$ cat config.mk
export PLATFORM = sky130hd
export DESIGN_NAME = icache_refill
export DESIGN_NICKNAME = d
export VERILOG_FILES = /design/src/rtl/icache_refill.sv
export SDC_FILE = /design/constraint.sdc
export NUM_CORES = 1
export LEC_CHECK = 0
export CAP_MARGIN = 20
export CORE_ASPECT_RATIO = 0.8
export CORE_MARGIN = 8
export CORE_UTILIZATION = 40
export CTS_CLUSTER_SIZE = 24
export DETAILED_ROUTE_END_ITERATION = 8
export PLACE_DENSITY = 0.77
export RECOVER_POWER = 25
export SETUP_SLACK_MARGIN = 0.4
export SLEW_MARGIN = 5
export SYNTH_ARGS = -nofsm -noshare
export SYNTH_HDL_FRONTEND = slang
export SYNTH_SLANG_ARGS = --single-unit
$ cat constraint.sdc
create_clock -name clk_i -period 1.6 [get_ports clk_i]
set_input_delay 0.4 -clock clk_i [delete_from_list [all_inputs] [get_ports clk_i]]
set_output_delay 0.4 -clock clk_i [all_outputs]
set_load 0.01 [all_outputs]
$ cat src/rtl/icache_refill.sv
// Instruction-cache refill engine: fetches a 4-word block over a 32-bit bus
// and hands the assembled 128-bit line back to the L1 controller.
module icache_refill (
    input  logic         clk_i,
    input  logic         rst_i,
    input  logic         irq_i,
    input  logic [27:0]  l2_addr_i,
    input  logic         bus_busy_i,
    output logic         ic_en_o,
    output logic         l2_rdy_o,
    output logic         complete_o,
    output logic [127:0] data_wd_l2_o,
    output logic         mem_req_o,
    output logic [29:0]  mem_addr_o,
    input  logic         mem_ack_i,
    input  logic [31:0]  mem_rdata_i
);

    localparam int unsigned ADDR_W = 28;
    localparam int unsigned WORD_W = 32;
    localparam int unsigned WORDS  = 4;
    localparam int unsigned BEAT_W = 2;

    typedef enum logic [2:0] {
        RF_IDLE,
        RF_WAIT_BUS,
        RF_FETCH,
        RF_RDY,
        RF_DONE
    } rf_state_e;

    rf_state_e                          state_q, state_d;
    logic [BEAT_W-1:0]                  beat_q, beat_d;
    logic [ADDR_W-1:0]                  addr_q, addr_d;
    logic [WORDS-1:0][WORD_W-1:0]       line_q, line_d;
    logic                               mem_req_q, l2_rdy_q, complete_q;

    // State and datapath registers; pulse outputs are registered off the next state
    always_ff @(posedge clk_i) begin
        if (rst_i) begin
            state_q    <= RF_IDLE;
            beat_q     <= '0;
            addr_q     <= '0;
            line_q     <= '0;
            mem_req_q  <= 1'b0;
            l2_rdy_q   <= 1'b0;
            complete_q <= 1'b0;
        end else begin
            state_q    <= state_d;
            beat_q     <= beat_d;
            addr_q     <= addr_d;
            line_q     <= line_d;
            mem_req_q  <= (state_d == RF_FETCH);
            l2_rdy_q   <= (state_d == RF_RDY);
            complete_q <= (state_d == RF_DONE);
        end
    end

    // Next-state and line-buffer update
    always_comb begin
        state_d = state_q;
        beat_d  = beat_q;
        addr_d  = addr_q;
        line_d  = line_q;
        unique case (state_q)
            RF_IDLE: begin
                if (irq_i) begin
                    if (!bus_busy_i) begin
                        addr_d  = l2_addr_i;
                        beat_d  = '0;
                        state_d = RF_FETCH;
                    end else begin
                        state_d = RF_WAIT_BUS;
                    end
                end
            end
            RF_WAIT_BUS: begin
                // A withdrawn request wins over a bus that just became free
                if (!irq_i) begin
                    state_d = RF_IDLE;
                end else if (!bus_busy_i) begin
                    addr_d  = l2_addr_i;
                    beat_d  = '0;
                    state_d = RF_FETCH;
                end
            end
            RF_FETCH: begin
                if (mem_ack_i) begin
                    line_d[beat_q] = mem_rdata_i;
                    beat_d         = beat_q + BEAT_W'(1);
                    if (beat_q == BEAT_W'(WORDS - 1)) begin
                        state_d = RF_RDY;
                    end
                end
            end
            RF_RDY:  state_d = RF_DONE;
            RF_DONE: state_d = RF_IDLE;
            default: state_d = RF_IDLE;
        endcase
    end

    assign ic_en_o      = (state_q == RF_FETCH) || (state_q == RF_RDY) ||
                          (state_q == RF_DONE)  || !bus_busy_i;
    assign l2_rdy_o     = l2_rdy_q;
    assign complete_o   = complete_q;
    assign mem_req_o    = mem_req_q;
    assign mem_addr_o   = {addr_q, beat_q};
    assign data_wd_l2_o = line_q;

endmodule

==> metrics <==
I/O Pins=roughly 230; Vias=5,338; max-cap violations=0; Inserted Diodes=0; 1st-iter DRT viols=between 200 and 300; I/O Buffers=226; crit start category=flop; Seq/Total Area, Yosys=around 55%; Min Clock Period, post-route=~1.6 ns; Crit Path Category=reg -> reg; worst hold slack=about 0.46 ns; area delta synth->final=73.58%; Root Buffer=clkbuf_16; die width=~150 um; Synth cell types=27; DR vias/cell=4.835; wire per inst=18.11 um; RSZ-0062 raised after global routing=true; endpoints failing hold=0; final clock skew=0.005705 ns; maximum VDD drop=0.7058 mV; CTS clock-pin slew for the worst setup and hold paths=0.06 ns; Slew HR=71.86%; Filler cells=1,060; Mapped Area=0.005994 mm^2; final setup violation count=4; Main synth FF type=dfxtp_1; initial antenna violation count=0; Initial Util=40.46%; WL final=approximately 20 mm; Clock Latency Late Sink=~0.4 ns; GR Overflow Total=0; largest net degree at the start of global routing=51; share of cells above drive strength 1=51.80%; CP endpoint kind=flop; H-Tree Depth=4; post-layout net count=just under 1,000; TritonRoute pass-1 iters=4; Post-synth EDFFs=0; Detail Route Antenna Nets=0; share of the synthesized area in the top cell type=54.77%; design area=0.01041 mm^2; Worst Path Required=1.89 ns; # rows=40; Slew @ Worst Pin=around 0.42 ns; Final GP Congestion=between 0.7 and 0.8; vias in the first global route=between 5,000 and 6,000; Slew Viols, Final=0; syn_nets=682; pre-CTS setup slack=-0.3130 ns; pwr/cell area=between 800 and 900 mW/mm^2; leakage power=0.004888 uW; Final Non-Filler Cells=1,104; YS warnings=0; CTS Buf Count=17; CTS tree=done; gr usage total=18.73%; synthesized instance count=between 600 and 700; worst min path class=reg -> reg; async set-reset flop share out of synthesis=0%; CTS Hold Buffers Added=0; top cells by area, synth=dfxtp_1 55%, mux2i_1 22%, nand2_1 14%, a21oi_1 2.3%, clkbuf_1 1.3%; Max FO, Critical Path=28; Setup WS post-layout=-0.01241 ns; status=finished with violations; area of the multi-input gates=0.002690 mm^2; Placed Area=approximately 0.0088 mm^2; core area=roughly 0.015 mm^2; area leader, netlist=dfxtp_1; dpl hpwl=12.66 mm; synth cell count leaders=220 x nand2_1, 164 x dfxtp_1, 129 x mux2i_1; DIE AREA=approximately 0.019 mm^2; Sink Count=about 160; FMAX=620.2 MHz; period utilisation layout=100.8%; Core Util, Final=a little over two thirds; # DRC=0; first-pass GRT wire length=28.81 mm; die height=125.5 um; CTS max path bufs=2; worst reg2reg setup slack=-0.01 ns; register bit count reported by yosys=164; Inst Count DP=1,030; most common cell in the netlist=nand2_1; failing checks=negative setup slack; Syn Area/Cell=9.779 um^2; Worst Path Arrival=1.90 ns; Storage cell area=0.003493 mm^2
## logic make-up (layout without fill, tap and decap cells)
family          after synthesis  in the layout  share of synthesized area, %
fa+ha+maj                     4              4                        0.8349
compound gates               35             35                         3.256
buf+inv                      44            344                         3.799
mux                         129            129                         21.54
simple gates                237            239                         15.80
flops                       164            164                         54.77
## final timing paths
| kind | startpoint | end | cells after the start |
|---|---|---|---|
| setup / recovery | state_q[1] | addr_q[9] | 5 |
| hold / removal | data_wd_l2_o[13] | data_wd_l2_o[13] | 2 |
| hold reg to reg | data_wd_l2_o[13] | data_wd_l2_o[13] | 2 |
| setup reg to reg | state_q[1] | addr_q[9] | 5 |
## report_power, final
| group | switching (uW) | internal [uW] |
|---|---|---|
| clock | 1610 | 2260 |
| combinational | 377 | 458 |
| sequential | 51.0 | 4160 |
| total | 2040 | 6870 |
## placed cells by master, fill, tap and decap left out, types with 2 or more instances in the layout
cell / n
dfxtp_2: 159
mux2i_2: 4
a21oi_1: 22
clkinv_2: 3
mux2i_1: 125
o2111ai_2: 2
nand2_2: 8
dfxtp_1: 2
nor2_1: 2
a21oi_2: 6
inv_1: 2
buf_12: 15
clkbuf_16: 23
nor2b_1: 2
buf_4: 57
dfxtp_4: 3
buf_6: 164
clkbuf_1: 3
and2_4: 2
nand2_8: 5
clkbuf_8: 3
clkinv_4: 2
clkdlybuf4s50_1: 63
and3_1: 2
nand2_1: 210
ha_1: 3
inv_4: 2
## state kept, by name, summed over array words and instances, names as in the netlist
register,flops
data_wd_l2_o,128
complete_o,1
beat_q,2
l2_rdy_o,1
addr_q,28
mem_req_o,1
state_q,3
## routing by layer
metal	GRT usage [%]	vias up	routed length, um
met5	0	-	0
met4	5.459	0	199
met3	7.298	19	1488
met2	31.49	166	9800
met1	21.78	2549	8507
li1	-	2604	-
## worst max-delay path: stages (launching register included)
cell,delay (ns)
dfxtp_4,0.36
buf_6,0.11
buf_6,0.11
or4b_4,0.68
nand2_1,0.14
a21oi_1,0.08
## through the flow
step | power (uW) | TNS (ns)
final | 8911 | -0.01909
after global routing | 9234 | -1.335
after CTS | 8909 | -0.02102
after detailed placement | 5002 | -34.98
after global placement | 4996 | -28.82
after floorplan | 4576 | 0
## layout make-up
| type | count | share of cell area, % |
|---|---|---|
| flip-flops and latches | 164 | 33.57 |
| repair buffers | 309 | 32.80 |
| multi-input cells | 407 | 25.85 |
| clock buffers | 23 | 4.594 |
| well taps | 189 | 2.273 |
| clock inverters | 8 | 0.7335 |
| inverters | 4 | 0.1683 |
## what timing repair did
item / CTS / global route
setup buffers: 12 / 22
setup endpoints to repair: 324 / 326
pin swaps: 59 / 3
resized for setup: 1002 / 25
cloned: 1 / 8
Note: power is estimated with default switching activity, not from simulation.
